--- src/rtl/lampFPU_pkg.sv ---
// Shared FPU definitions used by the square-root arbiter.
package lampFPU_pkg;

   localparam int unsigned LAMP_FLOAT_F_DW  = 7;
   localparam int unsigned LAMP_APPROX_MULS = 3;

   // Cycles WAIT may last before the watchdog gives up on the core.
   localparam int unsigned LAMP_SQRT_ARB_WDOG_CYC = 2 * LAMP_APPROX_MULS + 8;

   localparam logic LAMP_SQRT_OP_SQRT    = 1'b0;
   localparam logic LAMP_SQRT_OP_INVSQRT = 1'b1;

   typedef enum logic [1:0] {
      StIdle  = 2'd0,
      StIssue = 2'd1,
      StWait  = 2'd2,
      StResp  = 2'd3
   } lampSqrtArbState_t;

endpackage

--- src/rtl/lamp_fpu_rr_pick.sv ---
// Combinational round-robin picker: first set request at or after ptr_i, wrapping.
module lamp_fpu_rr_pick #(
   parameter int unsigned NUM_REQ = 2,
   parameter int unsigned IDX_W   = 1
) (
   input  logic [NUM_REQ-1:0] req_i,
   input  logic [IDX_W-1:0]   ptr_i,
   output logic [NUM_REQ-1:0] gnt_o,
   output logic [IDX_W-1:0]   idx_o,
   output logic               valid_o
);

   logic [IDX_W-1:0] cand;

   // Scan requesters starting at the pointer; the first hit wins.
   always_comb begin
      gnt_o   = '0;
      idx_o   = '0;
      valid_o = 1'b0;
      cand    = '0;
      for (int i = 0; i < int'(NUM_REQ); i++) begin
         cand = IDX_W'((int'(ptr_i) + i) % int'(NUM_REQ));
         if (!valid_o && req_i[cand]) begin
            valid_o     = 1'b1;
            gnt_o[cand] = 1'b1;
            idx_o       = cand;
         end
      end
   end

endmodule

--- src/rtl/lamp_fpu_sqrt_arbiter.sv ---
// Round-robin arbiter sharing one mantissa sqrt / invSqrt core between requesters.
// Optional watchdog on the core handshake: define LAMP_SQRT_ARB_WDOG_EN.
module lamp_fpu_sqrt_arbiter
   import lampFPU_pkg::*;
#(
   parameter int unsigned NUM_REQ = 2,
   parameter int unsigned F_W     = LAMP_FLOAT_F_DW + 2,
   parameter int unsigned R_W     = 2 * (LAMP_FLOAT_F_DW + 1)
) (
   input  logic                   clk,
   input  logic                   rst,
`ifdef LAMP_SQRT_ARB_WDOG_EN
   output logic                   wdog_err_o,
`endif
   input  logic [NUM_REQ-1:0]     req_valid_i,
   output logic [NUM_REQ-1:0]     req_ready_o,
   input  logic [NUM_REQ-1:0]     req_op_i,
   input  logic [NUM_REQ*F_W-1:0] req_f_i,
   output logic [NUM_REQ-1:0]     rsp_valid_o,
   input  logic [NUM_REQ-1:0]     rsp_ready_i,
   output logic [R_W-1:0]         rsp_result_o,
   output logic                   busy_o,
   output logic                   core_doSqrt_o,
   output logic                   core_doInvSqrt_o,
   output logic [F_W-1:0]         core_f_o,
   input  logic [R_W-1:0]         core_result_i,
   input  logic                   core_valid_i
);

   localparam int unsigned IdxW = (NUM_REQ > 1) ? $clog2(NUM_REQ) : 1;

   lampSqrtArbState_t state_q, state_d;

   logic [IdxW-1:0]    rr_ptr_q, rr_ptr_d;
   logic [IdxW-1:0]    idx_q;
   logic               op_q;
   logic [F_W-1:0]     f_q;
   logic [R_W-1:0]     result_q;

   logic [NUM_REQ-1:0] pick_gnt;
   logic [IdxW-1:0]    pick_idx;
   logic               pick_valid;
   logic               op_sel;
   logic [F_W-1:0]     f_sel;
   logic               wdog_expire;

   lamp_fpu_rr_pick #(
      .NUM_REQ (NUM_REQ),
      .IDX_W   (IdxW)
   ) u_pick (
      .req_i   (req_valid_i),
      .ptr_i   (rr_ptr_q),
      .gnt_o   (pick_gnt),
      .idx_o   (pick_idx),
      .valid_o (pick_valid)
   );

   // Route the picked requester's op and operand with constant slices.
   always_comb begin
      op_sel = 1'b0;
      f_sel  = '0;
      for (int k = 0; k < int'(NUM_REQ); k++) begin
         if (pick_idx == IdxW'(k)) begin
            op_sel = req_op_i[k];
            f_sel  = req_f_i[k*F_W +: F_W];
         end
      end
   end

`ifdef LAMP_SQRT_ARB_WDOG_EN
   localparam int unsigned WdogW = $clog2(LAMP_SQRT_ARB_WDOG_CYC);

   logic [WdogW-1:0] wdog_cnt_q;
   logic             wdog_err_q;

   assign wdog_expire = (state_q == StWait) && !core_valid_i &&
                        (wdog_cnt_q == WdogW'(LAMP_SQRT_ARB_WDOG_CYC - 1));

   // Count WAIT cycles; flag timeouts and core valids arriving outside WAIT.
   always_ff @(posedge clk or negedge rst) begin
      if (!rst) begin
         wdog_cnt_q <= '0;
         wdog_err_q <= 1'b0;
      end else begin
         if (state_q == StWait) begin
            wdog_cnt_q <= wdog_cnt_q + 1'b1;
         end else begin
            wdog_cnt_q <= '0;
         end
         if (wdog_expire || (core_valid_i && (state_q != StWait))) begin
            wdog_err_q <= 1'b1;
         end
      end
   end

   assign wdog_err_o = wdog_err_q;
`else
   assign wdog_expire = 1'b0;
`endif

   // State register.
   always_ff @(posedge clk or negedge rst) begin
      if (!rst) begin
         state_q <= StIdle;
      end else begin
         state_q <= state_d;
      end
   end

   // Next-state and round-robin pointer update.
   always_comb begin
      state_d  = state_q;
      rr_ptr_d = rr_ptr_q;
      unique case (state_q)
         StIdle: begin
            if (pick_valid) state_d = StIssue;
         end
         StIssue: begin
            state_d = StWait;
         end
         StWait: begin
            if (core_valid_i || wdog_expire) state_d = StResp;
         end
         StResp: begin
            if (rsp_ready_i[idx_q]) begin
               state_d  = StIdle;
               rr_ptr_d = (idx_q == IdxW'(NUM_REQ - 1)) ? '0 : idx_q + 1'b1;
            end
         end
         default: state_d = StIdle;
      endcase
   end

   // Outputs decoded from the current state.
   always_comb begin
      req_ready_o      = '0;
      rsp_valid_o      = '0;
      busy_o           = (state_q != StIdle);
      core_doSqrt_o    = 1'b0;
      core_doInvSqrt_o = 1'b0;
      unique case (state_q)
         StIdle:  req_ready_o = pick_gnt;
         StIssue: begin
            core_doSqrt_o    = (op_q == LAMP_SQRT_OP_SQRT);
            core_doInvSqrt_o = (op_q == LAMP_SQRT_OP_INVSQRT);
         end
         StWait:  ;
         StResp:  rsp_valid_o[idx_q] = 1'b1;
         default: ;
      endcase
   end

   // Latch the accepted request, capture the core result, advance the pointer.
   always_ff @(posedge clk or negedge rst) begin
      if (!rst) begin
         rr_ptr_q <= '0;
         idx_q    <= '0;
         op_q     <= LAMP_SQRT_OP_SQRT;
         f_q      <= '0;
         result_q <= '0;
      end else begin
         rr_ptr_q <= rr_ptr_d;
         if ((state_q == StIdle) && pick_valid) begin
            idx_q <= pick_idx;
            op_q  <= op_sel;
            f_q   <= f_sel;
         end
         if (state_q == StWait) begin
            if (core_valid_i) begin
               result_q <= core_result_i;
            end else if (wdog_expire) begin
               result_q <= '0;
            end
         end
      end
   end

   assign core_f_o     = f_q;
   assign rsp_result_o = result_q;

endmodule

--- config.mk ---
export PLATFORM = sky130hd
export DESIGN_NAME = lamp_fpu_sqrt_arbiter
export DESIGN_NICKNAME = d
export VERILOG_FILES = /design/src/rtl/lampFPU_pkg.sv /design/src/rtl/lamp_fpu_rr_pick.sv /design/src/rtl/lamp_fpu_sqrt_arbiter.sv
export SDC_FILE = /design/constraint.sdc
export NUM_CORES = 1
export LEC_CHECK = 0
export ABC_AREA = 1
export CORE_ASPECT_RATIO = 2
export CORE_MARGIN = 2
export CORE_UTILIZATION = 40
export CTS_BUF_LIST = sky130_fd_sc_hd__clkbuf_8
export CTS_CLUSTER_DIAMETER = 150
export CTS_CLUSTER_SIZE = 25
export DETAILED_ROUTE_END_ITERATION = 6
export PLACE_DENSITY = 0.8
export SETUP_SLACK_MARGIN = 0.4
export SKIP_CTS_REPAIR_TIMING = 1
export SYNTH_ARGS = -nofsm -noshare
export SYNTH_HDL_FRONTEND = slang
export SYNTH_SLANG_ARGS = --single-unit
--- constraint.sdc ---
create_clock -name clk -period 2.7 [get_ports clk]
set_input_delay 0.405 -clock clk [delete_from_list [all_inputs] [get_ports clk]]
set_output_delay 0.405 -clock clk [all_outputs]
set_load 0.1 [all_outputs]
### After elaboration in Yosys (flattened, before gate mapping)

Index checks and enable logic that the tools add are counted.

| storage, ports and cells | value |
|---|---|
| bits in registers | 30 |
| output and inout bits | 32 |
| bits of input ports | 43 |
| logic and storage cells | 62 |

| operators by class | value |
|---|---|
| reductions and logical operators | 11 |
| muxes and demuxes | 29 |
| bitwise operators | 2 |
| add/sub/neg operators | 2 |
| order comparisons | 6 |
| eq/ne operators | 6 |

Operators with widths:

| cell | count |
|---|---|
| 1-bit 2-to-1 mux | 17 |
| 2-bit 2-to-1 mux | 7 |
| 9-bit 2-to-1 mux | 1 |
| 2-bit case mux with 4 select lines | 1 |
| 1-bit by 2-bit less-than comparator with 1-bit output (second input constant) | 3 |
| 2-bit != test (second input constant) | 3 |
| 1-bit logical AND | 5 |
| 2-bit equality test (second input constant) | 2 |
| 2-bit AND reduction | 2 |
| 1-bit demux with 1-bit select | 3 |
| 1-bit greater-or-equal comparator (second input constant) | 3 |
| 3-bit AND reduction | 1 |
| 1-bit adder (second input constant) | 2 |
| 2-bit by 1-bit equality test with 1-bit output (second input constant) | 1 |
| 2-bit logical NOT | 1 |
| 2-bit OR | 1 |
| 2-bit nonzero test | 1 |
| 1-bit logical NOT | 1 |
| 1-bit NOT | 1 |

### Depth between registers and ports, before layout

| depth | value |
|---|---|
| depth after elaboration | 8 |
| gate-level depth with buffers | 9 |
| mapped depth without buffers | 9 |

### By module

Synthesis repeated with hierarchy kept, for this count alone.

| second synthesis, totals | value |
|---|---|
| cells, all modules | 185 |
| area total of the unflattened synthesis | 1452.6 µm² |

Modules (own cells, without submodules):

| module | instances | sequential area each (µm²) | cells each | area an instance (µm²) |
|---|---|---|---|---|
| lamp_fpu_sqrt_arbiter | 1 | 750.7 | 171 | 1397.6 |
| lamp_fpu_rr_pick | 1 | 0.0 | 14 | 55.1 |

### Worst setup path before layout

OpenSTA, ideal clock, no wires.

| timing | value |
|---|---|
| kind | register to output |
| start point | register state_q[0] |
| end point | output req_ready_o[0] |
| required time | 2.295 ns |
| arrival time | 3.319 ns |
| setup slack | -1.024 ns |
| path buffers | 0 |
| stages on the path, launching flop included | 5 |
| path through | dfrtp_1 > inv_1 > ha_1 > inv_1 > nor3_1 |

| between the ends | value |
|---|---|
| word-level cells in the longest chain between the ends | 2 |

RTL lines:

| item | RTL line | RTL |
|---|---|---|
| start: declaration | lamp_fpu_sqrt_arbiter.sv:32 | `lampSqrtArbState_t state_q, state_d;` |
| start signal: assignment | lamp_fpu_sqrt_arbiter.sv:104 | `state_q <= StIdle;` |
| start signal: assignment | lamp_fpu_sqrt_arbiter.sv:106 | `state_q <= state_d;` |
| 2-bit logical NOT | lamp_fpu_sqrt_arbiter.sv:141 | `unique case (state_q)` |
| 2-bit 2-to-1 mux | lamp_fpu_sqrt_arbiter.sv:141 |  |
| end: declaration | lamp_fpu_sqrt_arbiter.sv:16 | `output logic [NUM_REQ-1:0] req_ready_o,` |

No other way between the ends.

### Worst setup path after layout

Ends and elaborated chain as after synthesis.

==> metrics.txt <==
aggregate routed wire length=approximately 3500 µm; worst endpoint data arrival time=between 1.5 and 2 ns; Hold Path Class=register to register; Layout Utilization=0.647; grt ovf=0; Crit Path Max Fanout=13; RSZ-0062 raised after global routing=no; YS warnings=0; Synth area leaders=dfrtp_1 (50%), nand2_1 (15%), mux2_2 (12%), nand3_1 (8.0%), ha_1 (3.3%); setup TNS=0 ns; cts bufs inserted=5; Worst-Skew Late Latency=0.28 ns; largest net degree at the start of global routing=31; GP Congestion=0.711; Worst slew margin=0.748; Post-DRT Antenna Nets=0; max-capacitance violation count=0; WP data required=2.30 ns; Die Wd=47.2 µm; syn_nets=213; NumNets Final=290; core area=3610 µm²; ys flop type=dfrtp_1; WS Path Type=register to output pin; CP cell instances=inv_1 -> ha_1 -> buf_4 -> inv_1 -> nor3_4 -> buf_12; share of cells above drive strength 1=0.283; ant diodes=0; drt wl/cell=approximately 12 µm; clock tree from TritonCTS=yes; register area share after synthesis=0.502; PortBufs=74; 1st-iter DRT viols=5; Yosys reg bits=30; CP dominant cell by count=inv_1; area grow syn2layout=56.2%; Final Max Slew Viols=0; Initial Util=0.414; Critical Path Slowest Stage Cell=dfrtp_1; Pre-Repair DR Iteration Count=4; met1 Use GR=0.159; clock buffer depth=2; clk sink count=30; crit path time final=2.16 ns; initial antenna violation count=0; DRC=0; total number of vias=1330; Synth Instances=around 170; clk_skew=~0.0028 ns; clk slew on worst S/H paths=0.06 ns; root buf cell=clkbuf_8; Die ar.=4270 µm²; Layout fillers=338; Post-synth EDFFs=0; Synth top area share=0.502; GR Layer Usage met2=0.343; htree depth=2; most frequent cells after synthesis=nand2_1 (58), dfrtp_1 (30), nand3_1 (24); Worst setup EP type=output pin; vias per cell=between 4 and 5; footprint of the multi-input gates=658 µm²; dpl hpwl=between 2000 and 3000 µm; startpoint types=register; Syn Area/Cell=around 9 µm²; ys async rst share=1.00; Fin. Hold Viols=0; site row count=31; fin crit share=0.800; vias in the first global route=1390; status=finished clean; Mapped Area=1500 µm²; Max Clk Rate=463 MHz; Tot GR Track Use=0.181; Slew @ Worst Pin=0.378 ns; delay of the slowest cell on the worst path=between 0.4 and 0.5 ns; total area of sequential cells=751 µm²; I/O pin total=75; post-synth top area cell=dfrtp_1; Die Y=a little over 90 µm; busiest grt layer=met2; most common cell in the netlist=nand2_1; setup violators final=0; first-pass GRT wire length=5640 µm; Netlist cell types=17; met3 Use GR=0.0480
[critical path: cells and delay by family, from the launching register on]
kind	cells	cell delay, ns
fa+ha+maj	1	0.15
buf+inv	4	0.66
simple gates	1	0.26
flops	1	0.42
[final cells by class]
cell class              instances  area share
clock buffers                   6      0.0354
clock inverters                 2     0.00375
inverters                      14      0.0225
multi-input cells             115       0.282
flip-flops and latches         30       0.322
well taps                      49      0.0263
repair buffers                 77       0.309
[per-layer routing]
metal	vias up	routed length, µm
li1	681	-
met1	603	1180
met2	40	2140
met3	6	159
met4	0	63
met5	-	0
[placed cells by master, fill, tap and decap left out, types with 3 or more instances in the layout]
cell             count
o21ai_0              3
nand2_2              4
buf_4               32
ha_1                 4
buf_12               3
clkdlybuf4s50_1     42
clkbuf_8             6
nand2_1             57
inv_1               13
dfrtp_1             30
nand3_1             24
mux2_2              16
[metrics by stage]
| step | setup WS (ns) | instances | hold slack (ns) | instance area, µm² |
|---|---|---|---|---|
| after CTS | 0.405 | 293 | 0.490 | 2330 |
| final | 0.540 | 293 | 0.485 | 2330 |
| after detailed placement | 0.423 | 285 | 0.475 | 2240 |
| after floorplan | 0.202 | 166 | 0.109 | 1520 |
| after global routing | 0.424 | 293 | 0.511 | 2330 |
| after global placement | 0.451 | 285 | 0.469 | 2240 |
[path summary, 6_finish.rpt]
check                      slack, ns  cells after the start                     from                           end
max                             0.54                      6   state_q[0]$_DFFE_PN0P_                req_ready_o[0]
min                             0.48                      2  core_f_o[5]$_DFFE_PN0P_       core_f_o[5]$_DFFE_PN0P_
max reg2reg                     1.19                      4   state_q[0]$_DFFE_PN0P_  rsp_result_o[13]$_DFFE_PN0P_
min reg2reg                     0.48                      2  core_f_o[5]$_DFFE_PN0P_       core_f_o[5]$_DFFE_PN0P_
max in group asynchronous       1.90                      2                      rst   rsp_result_o[8]$_DFFE_PN0P_
min in group asynchronous       0.52                      2                      rst   rsp_result_o[6]$_DFFE_PN0P_
[cells by family (layout without fill, tap and decap cells)]
logic type / count (synthesis) / after routing / synth area share
multiplexers: 16 / 16 / 0.121
buffers and inverters: 21 / 99 / 0.0736
adder cells (fa/ha/maj): 4 / 4 / 0.0335
flip-flops: 30 / 30 / 0.502
AO/OA/AOI/OAI: 3 / 3 / 0.0100
AND/OR/NAND/NOR: 92 / 92 / 0.260
[registers in the layout, indices dropped and copies added, names as in the netlist]
register      flops
core_f_o          9
rr_ptr_q          1
idx_q             1
rsp_result_o     16
state_q           2
op_q              1
Power is not shown: default switching activity piles up to over one toggle a cycle in this logic, so the estimate is an artifact.
